### src/rtl/temp_window_monitor.sv
// -----------------------------------------------------------------------------
// temp_window_monitor
//
// Purpose:
//   Sink end of the sensor channel stream. Consumes {channel, data} records,
//   maps stream channel codes onto monitored temperature indices, checks each
//   sample against the inclusive window [P_MIN_TEMP_HW, P_MAX_TEMP_HW] with a
//   per-channel debounce, and drives a latched temperature fault to the
//   safety subsystem's fault aggregator.
//
//   The channel map literal lists four codes, so four temperature channels
//   are monitored by default (temp index i <-> stream code P_TEMP_CH_MAP[i]).
//
// Optional feature (macro SAFETY_TEMP_STALE_CHECK_EN):
//   Defined   : one 32-bit cycle counter per temperature channel; a channel
//               not sampled for P_TIMEOUT_CYCLES cycles sets fault_stale[i].
//   Undefined : no counters, fault_stale stays 0.
//
// Ports:
//   clk, reset      system clock, synchronous active-high reset
//   s_valid/s_ready record handshake (see below)
//   s_channel[3:0]  stream channel code
//   s_data[31:0]    signed two's complement degC for temperature channels
//   clear_fault     single-cycle request to leave FAULT
//   temp_ok         1 only in RUN
//   fault_latched   1 in FAULT
//   fault_over/under/stale[N-1:0]  sticky per-channel trip flags
//   chan_err        sticky: a record arrived with an illegal channel code
//
// Handshake: a record transfers on every rising clk edge where
//   s_valid & s_ready are both 1. s_ready is 0 in reset and 1 on every cycle
//   afterwards; there is no backpressure and s_ready never depends on s_valid.
//
// Latency: record accepted on the edge ending cycle N -> stage1 register;
//   edge ending N+1 -> counters, seen mask and trip pulses; edge ending N+2
//   -> sticky flags, FSM state, temp_ok / fault_latched.
// -----------------------------------------------------------------------------
module temp_window_monitor #(
   parameter int P_NO_CHANNELS                          = 9,
   parameter int P_NO_TEMP_CHANNELS                     = 4,
   parameter int P_TEMP_CH_MAP [P_NO_TEMP_CHANNELS-1:0] = '{4, 3, 2, 1},
   parameter int P_MAX_TEMP_HW                          = 60,
   parameter int P_MIN_TEMP_HW                          = 0,
   parameter int P_DEBOUNCE                             = 3,
   parameter int P_TIMEOUT_CYCLES                       = 1000000
) (
   input  logic                          clk,
   input  logic                          reset,
   input  logic                          s_valid,
   output logic                          s_ready,
   input  logic [3:0]                    s_channel,
   input  logic [31:0]                   s_data,
   input  logic                          clear_fault,
   output logic                          temp_ok,
   output logic                          fault_latched,
   output logic [P_NO_TEMP_CHANNELS-1:0] fault_over,
   output logic [P_NO_TEMP_CHANNELS-1:0] fault_under,
   output logic [P_NO_TEMP_CHANNELS-1:0] fault_stale,
   output logic                          chan_err
);

   localparam int                 N    = P_NO_TEMP_CHANNELS;
   localparam int                 W_DB = $clog2(P_DEBOUNCE + 1);
   localparam logic signed [31:0] L_MAX = 32'(P_MAX_TEMP_HW);
   localparam logic signed [31:0] L_MIN = 32'(P_MIN_TEMP_HW);
   localparam logic [W_DB-1:0]    L_DB  = W_DB'(P_DEBOUNCE);

   typedef enum logic [1:0] {
      ST_INIT  = 2'd0,
      ST_RUN   = 2'd1,
      ST_FAULT = 2'd2
   } state_t;

   state_t                r_state;
   logic                  r_ready;
   logic                  r_s1_valid;
   logic [3:0]            r_s1_ch;
   logic signed [31:0]    r_s1_data;
   logic [W_DB-1:0]       r_db_cnt [N];
   logic [N-1:0]          r_seen;
   logic [N-1:0]          r_over_hit;
   logic [N-1:0]          r_under_hit;
   logic                  r_chan_hit;

   logic [N-1:0]          w_sel;
   logic [N-1:0]          w_over;
   logic [N-1:0]          w_under;
   logic [N-1:0]          w_over_trip;
   logic [N-1:0]          w_under_trip;
   logic [W_DB-1:0]       w_db_next [N];
   logic [N-1:0]          w_stale_hit;
   logic                  w_illegal;
   logic                  w_any_hit;
   logic                  w_do_clear;

   assign s_ready = r_ready;

   // Stage 2 combinational: decode, signed window compare, debounce next value.
   always_comb begin
      w_illegal = r_s1_valid && ({28'd0, r_s1_ch} >= 32'(P_NO_CHANNELS));
      for (int i = 0; i < N; i++) begin
         w_sel[i]   = r_s1_valid && (r_s1_ch == 4'(P_TEMP_CH_MAP[i]));
         w_over[i]  = w_sel[i] && (r_s1_data > L_MAX);
         w_under[i] = w_sel[i] && (r_s1_data < L_MIN);
         if (w_over[i] || w_under[i])
            w_db_next[i] = (r_db_cnt[i] == L_DB) ? L_DB : r_db_cnt[i] + W_DB'(1);
         else if (w_sel[i])
            w_db_next[i] = '0;
         else
            w_db_next[i] = r_db_cnt[i];
         // Trip is attributed to the direction of the sample that reached the limit.
         w_over_trip[i]  = w_over[i]  && (w_db_next[i] == L_DB);
         w_under_trip[i] = w_under[i] && (w_db_next[i] == L_DB);
      end
   end

   assign w_any_hit  = (|r_over_hit) || (|r_under_hit) || r_chan_hit || (|w_stale_hit);
   // A trip arriving together with clear_fault keeps the block in FAULT.
   assign w_do_clear = (r_state == ST_FAULT) && clear_fault && !w_any_hit;

   // Stage 1: register the accepted record.
   always_ff @(posedge clk) begin
      if (reset) begin
         r_ready    <= 1'b0;
         r_s1_valid <= 1'b0;
         r_s1_ch    <= '0;
         r_s1_data  <= '0;
      end else begin
         r_ready    <= 1'b1;
         r_s1_valid <= s_valid && r_ready;
         r_s1_ch    <= s_channel;
         r_s1_data  <= s_data;
      end
   end

   // Stage 2: debounce counters, seen mask, single-cycle trip pulses.
   always_ff @(posedge clk) begin
      if (reset) begin
         for (int i = 0; i < N; i++) r_db_cnt[i] <= '0;
         r_seen      <= '0;
         r_over_hit  <= '0;
         r_under_hit <= '0;
         r_chan_hit  <= 1'b0;
      end else begin
         for (int i = 0; i < N; i++) begin
            if (w_do_clear) begin
               r_db_cnt[i] <= '0;
               r_seen[i]   <= 1'b0;
            end else begin
               r_db_cnt[i] <= w_db_next[i];
               if (w_sel[i] && !w_over[i] && !w_under[i]) r_seen[i] <= 1'b1;
            end
         end
         r_over_hit  <= w_over_trip;
         r_under_hit <= w_under_trip;
         r_chan_hit  <= w_illegal;
      end
   end

`ifdef SAFETY_TEMP_STALE_CHECK_EN
   localparam logic [31:0] L_TO = 32'(P_TIMEOUT_CYCLES);
   logic [31:0] r_stale_cnt [N];

   // Counters run in INIT/RUN, restart on each sample, hold at the limit.
   always_ff @(posedge clk) begin
      for (int i = 0; i < N; i++) begin
         if (reset || (r_state == ST_FAULT))
            r_stale_cnt[i] <= '0;
         else if (w_sel[i])
            r_stale_cnt[i] <= '0;
         else if (r_stale_cnt[i] != L_TO)
            r_stale_cnt[i] <= r_stale_cnt[i] + 32'd1;
      end
   end

   always_comb begin
      for (int i = 0; i < N; i++) w_stale_hit[i] = (r_stale_cnt[i] == L_TO);
   end
`else
   assign w_stale_hit = '0;
`endif

   // FSM with registered outputs and sticky fault vectors.
   always_ff @(posedge clk) begin
      if (reset || w_do_clear) begin
         r_state       <= ST_INIT;
         temp_ok       <= 1'b0;
         fault_latched <= 1'b0;
         fault_over    <= '0;
         fault_under   <= '0;
         fault_stale   <= '0;
         chan_err      <= 1'b0;
      end else begin
         fault_over  <= fault_over  | r_over_hit;
         fault_under <= fault_under | r_under_hit;
         fault_stale <= fault_stale | w_stale_hit;
         chan_err    <= chan_err    | r_chan_hit;
         case (r_state)
            ST_INIT: begin
               if (w_any_hit) begin
                  r_state       <= ST_FAULT;
                  temp_ok       <= 1'b0;
                  fault_latched <= 1'b1;
               end else if (&r_seen) begin
                  r_state <= ST_RUN;
                  temp_ok <= 1'b1;
               end
            end
            ST_RUN: begin
               if (w_any_hit) begin
                  r_state       <= ST_FAULT;
                  temp_ok       <= 1'b0;
                  fault_latched <= 1'b1;
               end
            end
            ST_FAULT: begin
               temp_ok       <= 1'b0;
               fault_latched <= 1'b1;
            end
            default: begin
               r_state       <= ST_FAULT;
               temp_ok       <= 1'b0;
               fault_latched <= 1'b1;
            end
         endcase
      end
   end

endmodule

### config.mk
export PLATFORM = sky130hd
export DESIGN_NAME = temp_window_monitor
export DESIGN_NICKNAME = d
export VERILOG_FILES = /design/src/rtl/temp_window_monitor.sv
export SDC_FILE = /design/constraint.sdc
export NUM_CORES = 1
export LEC_CHECK = 0
export CORE_MARGIN = 10
export CORE_UTILIZATION = 45
export CTS_CLUSTER_SIZE = 12
export DETAILED_ROUTE_END_ITERATION = 8
export PLACE_DENSITY = 0.73
export SKIP_CTS_REPAIR_TIMING = 1
export SYNTH_ARGS = -nofsm -noshare
export SYNTH_HDL_FRONTEND = slang
export SYNTH_SLANG_ARGS = --single-unit
### constraint.sdc
create_clock -name clk -period 4.6 [get_ports clk]
set_clock_uncertainty 0.15 [all_clocks]
set_input_delay 0.46 -clock clk [delete_from_list [all_inputs] [get_ports clk]]
set_output_delay 0.46 -clock clk [all_outputs]
set_load 0.01 [all_outputs]
==> metrics.md, run 1 <==
| Metric | Value |
|---|---|
| Met3 track demand over resource | 5.675% |
| Syn Inst Count | 220 |
| Worst slew pin tran | 0.6046 ns |
| Ant diodes | 0 |
| # port buffers | 51 |
| Synthesized cell area | 0.002477 mm² |
| VDD IR max | 0.1985 mV |
| Die area | 0.008873 mm² |
| Worst Setup EP | r_db_cnt[0][0] |
| Post-Route WL | 4.439 mm |
| M1 GR Usage | 11.51% |
| Yosys Warn Count | 0 |
| CTS root buf | clkbuf_8 |
| Largest net degree at the start of global routing | 48 |
| Die Ht | 94.20 µm |
| P per Cell Area | 360.2 mW/mm² |
| GRT Total Usage | 10.70% |
| Area grow syn2layout | 30.15% |
| Maximum clock rate | 471.7 MHz |
| CP endpoint kind | flip-flop |
| Critical R2R Capture | r_db_cnt[2][0] |
| WP data arrival | 2.02 ns |
| CP Launch Type | input port |
| Maximum capacitance violations | 0 |
| Crit-path max FO | 47 |
| DRC | 0 |
| Slew headroom | 59.70% |
| Total power | 1161 µW |
| Top_reg_cell synth | dfxtp_1 |
| Synth top area share | 51.72% |
| CP Class | input port to flip-flop |
| Origin of the worst setup path | reset |
| Setup violations, final | 0 |
| IO Pins | 56 |
| Commonest cells post-synth | dfxtp_1, nor2b_1, nor2_1 |
| Worst Reg-to-Reg Cells | 4 |
| R2R Setup Slk | 2.56 ns |
| Worst r2r src | r_s1_data[31] |
| Die Wd | 94.20 µm |
| Wire length per cell | 12.43 µm |
| Worst path required time | 4.50 ns |
| Synthesized flop and latch total | 72 |
| Pleak | 0.001233 µW |
| Sum of negative setup slack | 0 ns |
| H-tree depth | 3 |
| Num CTS Buffers | 9 |
| Status | finished clean |
| CTS sink cnt | 72 |
| Clock slew at reported path FFs | 0.07 ns |
| Routed Antenna Nets | 0 |
| Final worst-path cycle share | 46.09% |
| Post-synth EDFFs | 8 |
| Top-count cell post-synth | dfxtp_1 |
| Fin crit period | 2.120 ns |
| Global routing's busiest layer | met2 |
| Top post-synthesis cells by area | dfxtp_1, edfxtp_1, nor2b_1 |
| Nets | 322 |
| Routing usage on met2 | 16.25% |
| Share of cells above drive strength 1 | 9.756% |
| Initial antenna violation count | 0 |
| Routed vias/inst | 4.681 |
| Fin. Hold Viols | 0 |
| CORE AREA | 0.005238 mm² |
| Unrepaired setup endpoints after global routing | false |
| Iter 0 DRT Violations | 64 |
| Register area share after synthesis | 61.41% |
| GP Congestion | 0.7453 |
| Initial DRT Pass Iterations | 4 |
| Hold depth | 2 |
| Dpl hpwl | 3.391 mm |
| Async SR Flop Fraction | 0% |
| Hold Crit Class | flip-flop to flip-flop |
| Max clock buf depth | 2 |
| Max-slew violation count | 0 |
| First-pass GRT wire length | 7.424 mm |
| Gr ovfl total | 0 |
| Synth cell types | 29 |
| Number of global-route vias before repair | 1,661 |
| Row count | 26 |
| Clock Latency Late Sink | 0.33 ns |
| Mean Syn Cell Area | 11.26 µm² |
| DR vias | 1,671 |
| CTS tree | built |
| Initial Utilization | 47.30% |
| Cell taking the most area after synthesis | dfxtp_1 |
==> per-stage QoR <==
stage / hold WS [ns] / utilization (%) / instance area, µm² / setup slack (ns) / cells
floorplan: 0.2798 / - / 2515 / 2.977 / 230
global placement: 0.2957 / 58.41 / 3059 / 2.155 / 341
detailed placement: 0.3015 / 58.41 / 3059 / 2.109 / 341
CTS: 0.3158 / 61.56 / 3224 / 2.459 / 357
global route: 0.3365 / 61.56 / 3224 / 2.317 / 357
finish: 0.3140 / 61.56 / 3224 / 2.480 / 357
==> layout make-up <==
cell class / instances / area, µm²
Clock inverter: 4 / 20.02
Timing Repair Buffer: 52 / 518.0
Fill cell: 452 / 2013
Clock buffer: 12 / 145.1
Tap cell: 70 / 87.58
Sequential cell: 72 / 1521
Multi-Input combinational cell: 145 / 924.6
Inverter: 2 / 7.507
==> flip-flops by register name, indices dropped and copies added (netlist names) <==
name           cells
fault_under        4
r_s1_valid         1
r_over_hit         4
s_ready            1
r_db_cnt           8
r_under_hit        4
r_s1_data         32
r_state            2
fault_latched      1
r_seen             4
r_s1_ch            4
temp_ok            1
fault_over         4
r_chan_hit         1
chan_err           1
==> how the worst min path moves through the flow <==
| stage | start | endpoint | slack [ns] |
|---|---|---|---|
| after floorplan | r_s1_valid | r_chan_hit | 0.28 |
| after global placement | fault_under[0] | fault_under[0] | 0.30 |
| after detailed placement | fault_under[0] | fault_under[0] | 0.30 |
| after CTS | r_s1_valid | r_chan_hit | 0.32 |
| after global routing | fault_under[3] | fault_under[3] | 0.34 |
| final | r_s1_valid | r_chan_hit | 0.31 |
==> logic make-up after synthesis <==
group | after synthesis | share of synthesized area (%)
other | 2 | 0.3031
flip-flops | 72 | 61.41
AND/OR/NAND/NOR | 122 | 32.42
AO/OA/AOI/OAI | 11 | 3.081
buffers and inverters | 13 | 2.778
==> power breakdown <==
group	total, µW	internal, µW	switching [µW]
clock network	412	207	205
logic	77.3	49.5	27.8
registers	672	658	13.8
==> worst max-delay path: stages <==
cell and delay, ns:
clkdlybuf4s50_1 0.46, buf_4 0.39, a41o_1 0.55, nor4_1 0.15
==> placed cells by master, fill, tap and decap left out <==
cell type / instances
a211oi_1: 1
a21oi_1: 4
a41o_1: 1
a41oi_1: 1
and2_1: 1
and3_1: 7
and3b_1: 6
buf_4: 1
clkbuf_1: 2
clkbuf_8: 10
clkdlybuf4s50_1: 51
clkinv_2: 4
conb_1: 12
dfxtp_1: 64
edfxtp_1: 8
inv_1: 2
nand2_1: 6
nand3_2: 1
nand4_1: 2
nand4_4: 1
nand4b_1: 1
nor2_1: 30
nor2b_1: 37
nor3_1: 8
nor3_2: 1
nor3b_1: 1
nor4_1: 10
nor4_2: 3
nor4_4: 3
nor4b_2: 4
o21a_1: 4
==> per-layer routing <==
| metal | wire length (µm) | share of wire (%) |
|---|---|---|
| met1 | 1824 | 41 |
| met3 | 526 | 12 |
| met4 | 84 | 1.9 |
| met5 | 0 | 0 |
| met2 | 2003 | 45 |
No activity file was read; power rests on OpenSTA's default activity.
==> run 2: changes to the inputs <==
--- a/config.mk
+++ b/config.mk
@@ -6,10 +6,10 @@
 export NUM_CORES = 1
 export LEC_CHECK = 0
 export CORE_MARGIN = 10
-export CORE_UTILIZATION = 45
+export CORE_UTILIZATION = 44
 export CTS_CLUSTER_SIZE = 12
 export DETAILED_ROUTE_END_ITERATION = 8
-export PLACE_DENSITY = 0.73
+export PLACE_DENSITY = 0.74
 export SKIP_CTS_REPAIR_TIMING = 1
 export SYNTH_ARGS = -nofsm -noshare
 export SYNTH_HDL_FRONTEND = slang
==> constraint.sdc (replaced) <==
create_clock -name clk -period 1.8 [get_ports clk]
set_clock_uncertainty 0.15 [all_clocks]
set_input_delay 0.18 -clock clk [delete_from_list [all_inputs] [get_ports clk]]
set_output_delay 0.18 -clock clk [all_outputs]
set_load 0.01 [all_outputs]
==> run 2 against run 1 <==
Worst setup slack got worse by 2.4 ns. Utilization decreased by 0.27 points. Combinational power increased to 2.8 times the previous value. Total power increased to 2.6 times the previous value. Count of clock-buffer cells in the layout increased by 2. Wire length increased by 6.9%. Cell count increased by 2.8%. Global-route usage increased by 0.49 points.
==> metrics.md, run 2 (same netlist as run 1, synthesis figures left out) <==
| Metric | Value |
|---|---|
| Biggest register | r_s1_data |
| GRT Total Usage | 11.18% (+0.49 points) |
| Final worst-path cycle share | 96.97% |
| CTS root buf | clkbuf_8 |
| Seq. cell area | 0.001523 mm² (about the same) |
| Area grow syn2layout | 35.40% |
| CTS sink cnt | 72 (unchanged) |
| CP endpoint kind | flip-flop |
| Clock slew at reported path FFs | 0.07 ns (about the same) |
| Hold Path Origin | s_data[17] |
| Worst r2r src | r_s1_data[17] |
| Post-Layout Inst Area | 0.003354 mm² (+4.0%) |
| Filler cells | 493 (+9.1%) |
| Largest net degree at the start of global routing | 29 (-40%) |
| Share of cells above drive strength 1 | 13.90% (+4.1 points) |
| M1 GR Usage | 11.26% (-0.25 points) |
| Regs by FF count | r_s1_data (32), r_db_cnt (8) |
| Pleak | 0.001277 µW (+3.5%) |
| VDD IR max | 0.4924 mV (+150%) |
| First-pass GRT wire length | 7.734 mm (+4.2%) |
| DR vias | 1,704 (+2.0%) |
| Routing usage on met2 | 18.82% (+2.6 points) |
| Die Wd | 95.04 µm (+0.89%) |
| Nets | 331 (+2.8%) |
| Commonest non-fill, non-tap cells in the layout | dfxtp_1, clkdlybuf4s50_1, nor2b_1 |
| Slew headroom | 63.40% (+3.7 points) |
| Die Ht | 95.04 µm (+0.89%) |
| Worst path required time | 1.73 ns (-2.77 ns) |
| Cell Area, Placed | 0.003114 mm² (+1.8%) |
| IO Pins | 56 (unchanged) |
| Wire length per cell | 12.93 µm (+4.0%) |
| Hold slack | 0.2338 ns (-0.08019 ns) |
| Die area | 0.009032 mm² (+1.8%) |
| Cell Chain, Critical Path | nor4_4 > nand4_4 > nor4b_4 > nor4_2 |
| H-tree depth | 3 (unchanged) |
| CTS tree | built |
| DRC | 0 (unchanged) |
| Initial antenna violation count | 0 (unchanged) |
| Row count | 27 (+3.8%) |
| Maximum capacitance violations | 0 (unchanged) |
| Fin. Hold Viols | 0 (unchanged) |
| CORE AREA | 0.005473 mm² (+4.5%) |
| Routed vias/inst | 4.643 (-0.80%) |
| Buffers & Inverters on Critical Path | 0 (-2) |
| Gr ovfl total | 0 (unchanged) |
| Routed Antenna Nets | 0 (unchanged) |
| Unrepaired setup endpoints after global routing | true |
| Hold Crit Class | input port to flip-flop |
| Number of global-route vias before repair | 1,771 (+6.6%) |
| Most common library cell in the layout ignoring fill and taps | dfxtp_1 |
| Iter 0 DRT Violations | 53 (-17%) |
| Dpl hpwl | 3.639 mm (+7.3%) |
| Initial DRT Pass Iterations | 3 (-1) |
| Num CTS Buffers | 9 (unchanged) |
| Worst slew pin tran | 0.5419 ns (-0.06269 ns) |
| Max clock buf depth | 2 (unchanged) |
| Area of the multi-input gates | 987.2 µm² (+6.8%) |
| Total power | 2987 µW (+160%) |
| CP Class | flip-flop to flip-flop |
| Crit-path max FO | 5 (-89%) |
| Max-slew violation count | 0 (unchanged) |
| WP data arrival | 1.67 ns (-0.35 ns) |
| # port buffers | 51 (unchanged) |
| Max FFs per register | 32 (unchanged) |
| Ant diodes | 0 (unchanged) |
| Dpl cells | 350 (+2.6%) |
| Maximum clock rate | 572.9 MHz |
| Fin crit period | 1.745 ns |
| Initial Utilization | 45.27% (-2.0 points) |
| Clock Latency Late Sink | 0.33 ns (about the same) |
| Setup violations, final | 0 (unchanged) |
| Post-Route WL | 4.746 mm (+6.9%) |
| Global routing's busiest layer | met2 |
| CP Launch Type | flip-flop |
| Met3 track demand over resource | 4.242% (-1.4 points) |
| Status | finished clean |
| Origin of the worst setup path | r_s1_data[17] |
| Top Family by Delay on Critical Path | simple AND/OR/NAND/NOR gates |
| Crit path largest cell delay | 0.34 ns (-0.21 ns) |
| P per Cell Area | 890.4 mW/mm² (+150%) |
| GP Congestion | 0.7761 (+4.1%) |
| Fin cells | 367 (+2.8%) |
| Worst-path cell with the longest stage delay | nor4b_4 |
==> run 2: cell types whose count changed in the layout (fill, tap and decap cells not counted), sizes merged <==
cell,previous run,this run
buf,1,10
clkinv,4,1
clkbuf,12,14
==> run 2: area by class of cell <==
type                    instances  area share, %
clock buffers                  14          4.551
clock inverters                 1         0.1492
inverters                       2         0.2238
multi-input cells             145          29.43
flip-flops and latches         72          45.39
well taps                      72          2.686
repair buffers                 61          17.57
==> run 2: final timing paths <==
| kind | slack [ns] | end | cells past startpoint |
|---|---|---|---|
| hold reg to reg | 0.32 | r_chan_hit | 2 |
| setup / recovery | 0.05 | r_db_cnt[1][0] | 4 |
| hold / removal | 0.23 | r_s1_data[17] | 2 |
| setup reg to reg | 0.05 | r_db_cnt[1][0] | 4 |
==> run 2: worst register-to-register path, cell delays in order (launching register included) <==
cell and delay [ns]:
dfxtp_2 0.33, nor4_4 0.32, nand4_4 0.24, nor4b_4 0.35, nor4_2 0.10
==> run 2: where the power goes <==
group	leakage (µW)	switching, µW	internal [µW]
sequential	0.000608	35.5	1680
clock	0.0000805	523	531
combinational	0.000588	78.3	136
total	0.00128	637	2350
==> run 2: metal layers <==
metal / part of all wire, % / up-vias
met3: 7.6 / 9
li1: - / 879
met4: 2.0 / 0
met5: 0 / -
met1: 42 / 766
met2: 48 / 50
==> run 2: through the flow <==
stage	utilization (%)	TNS, ns	setup WS (ns)
6_report	61.29	0	0.05453
5_1_grt	61.29	-0.06108	-0.02368
4_1_cts	59.79	-0.1106	-0.03473
3_5_place_dp	56.90	-0.1764	-0.04796
3_3_place_gp	56.90	0	0.06346
2_1_floorplan	-	0	0.1773
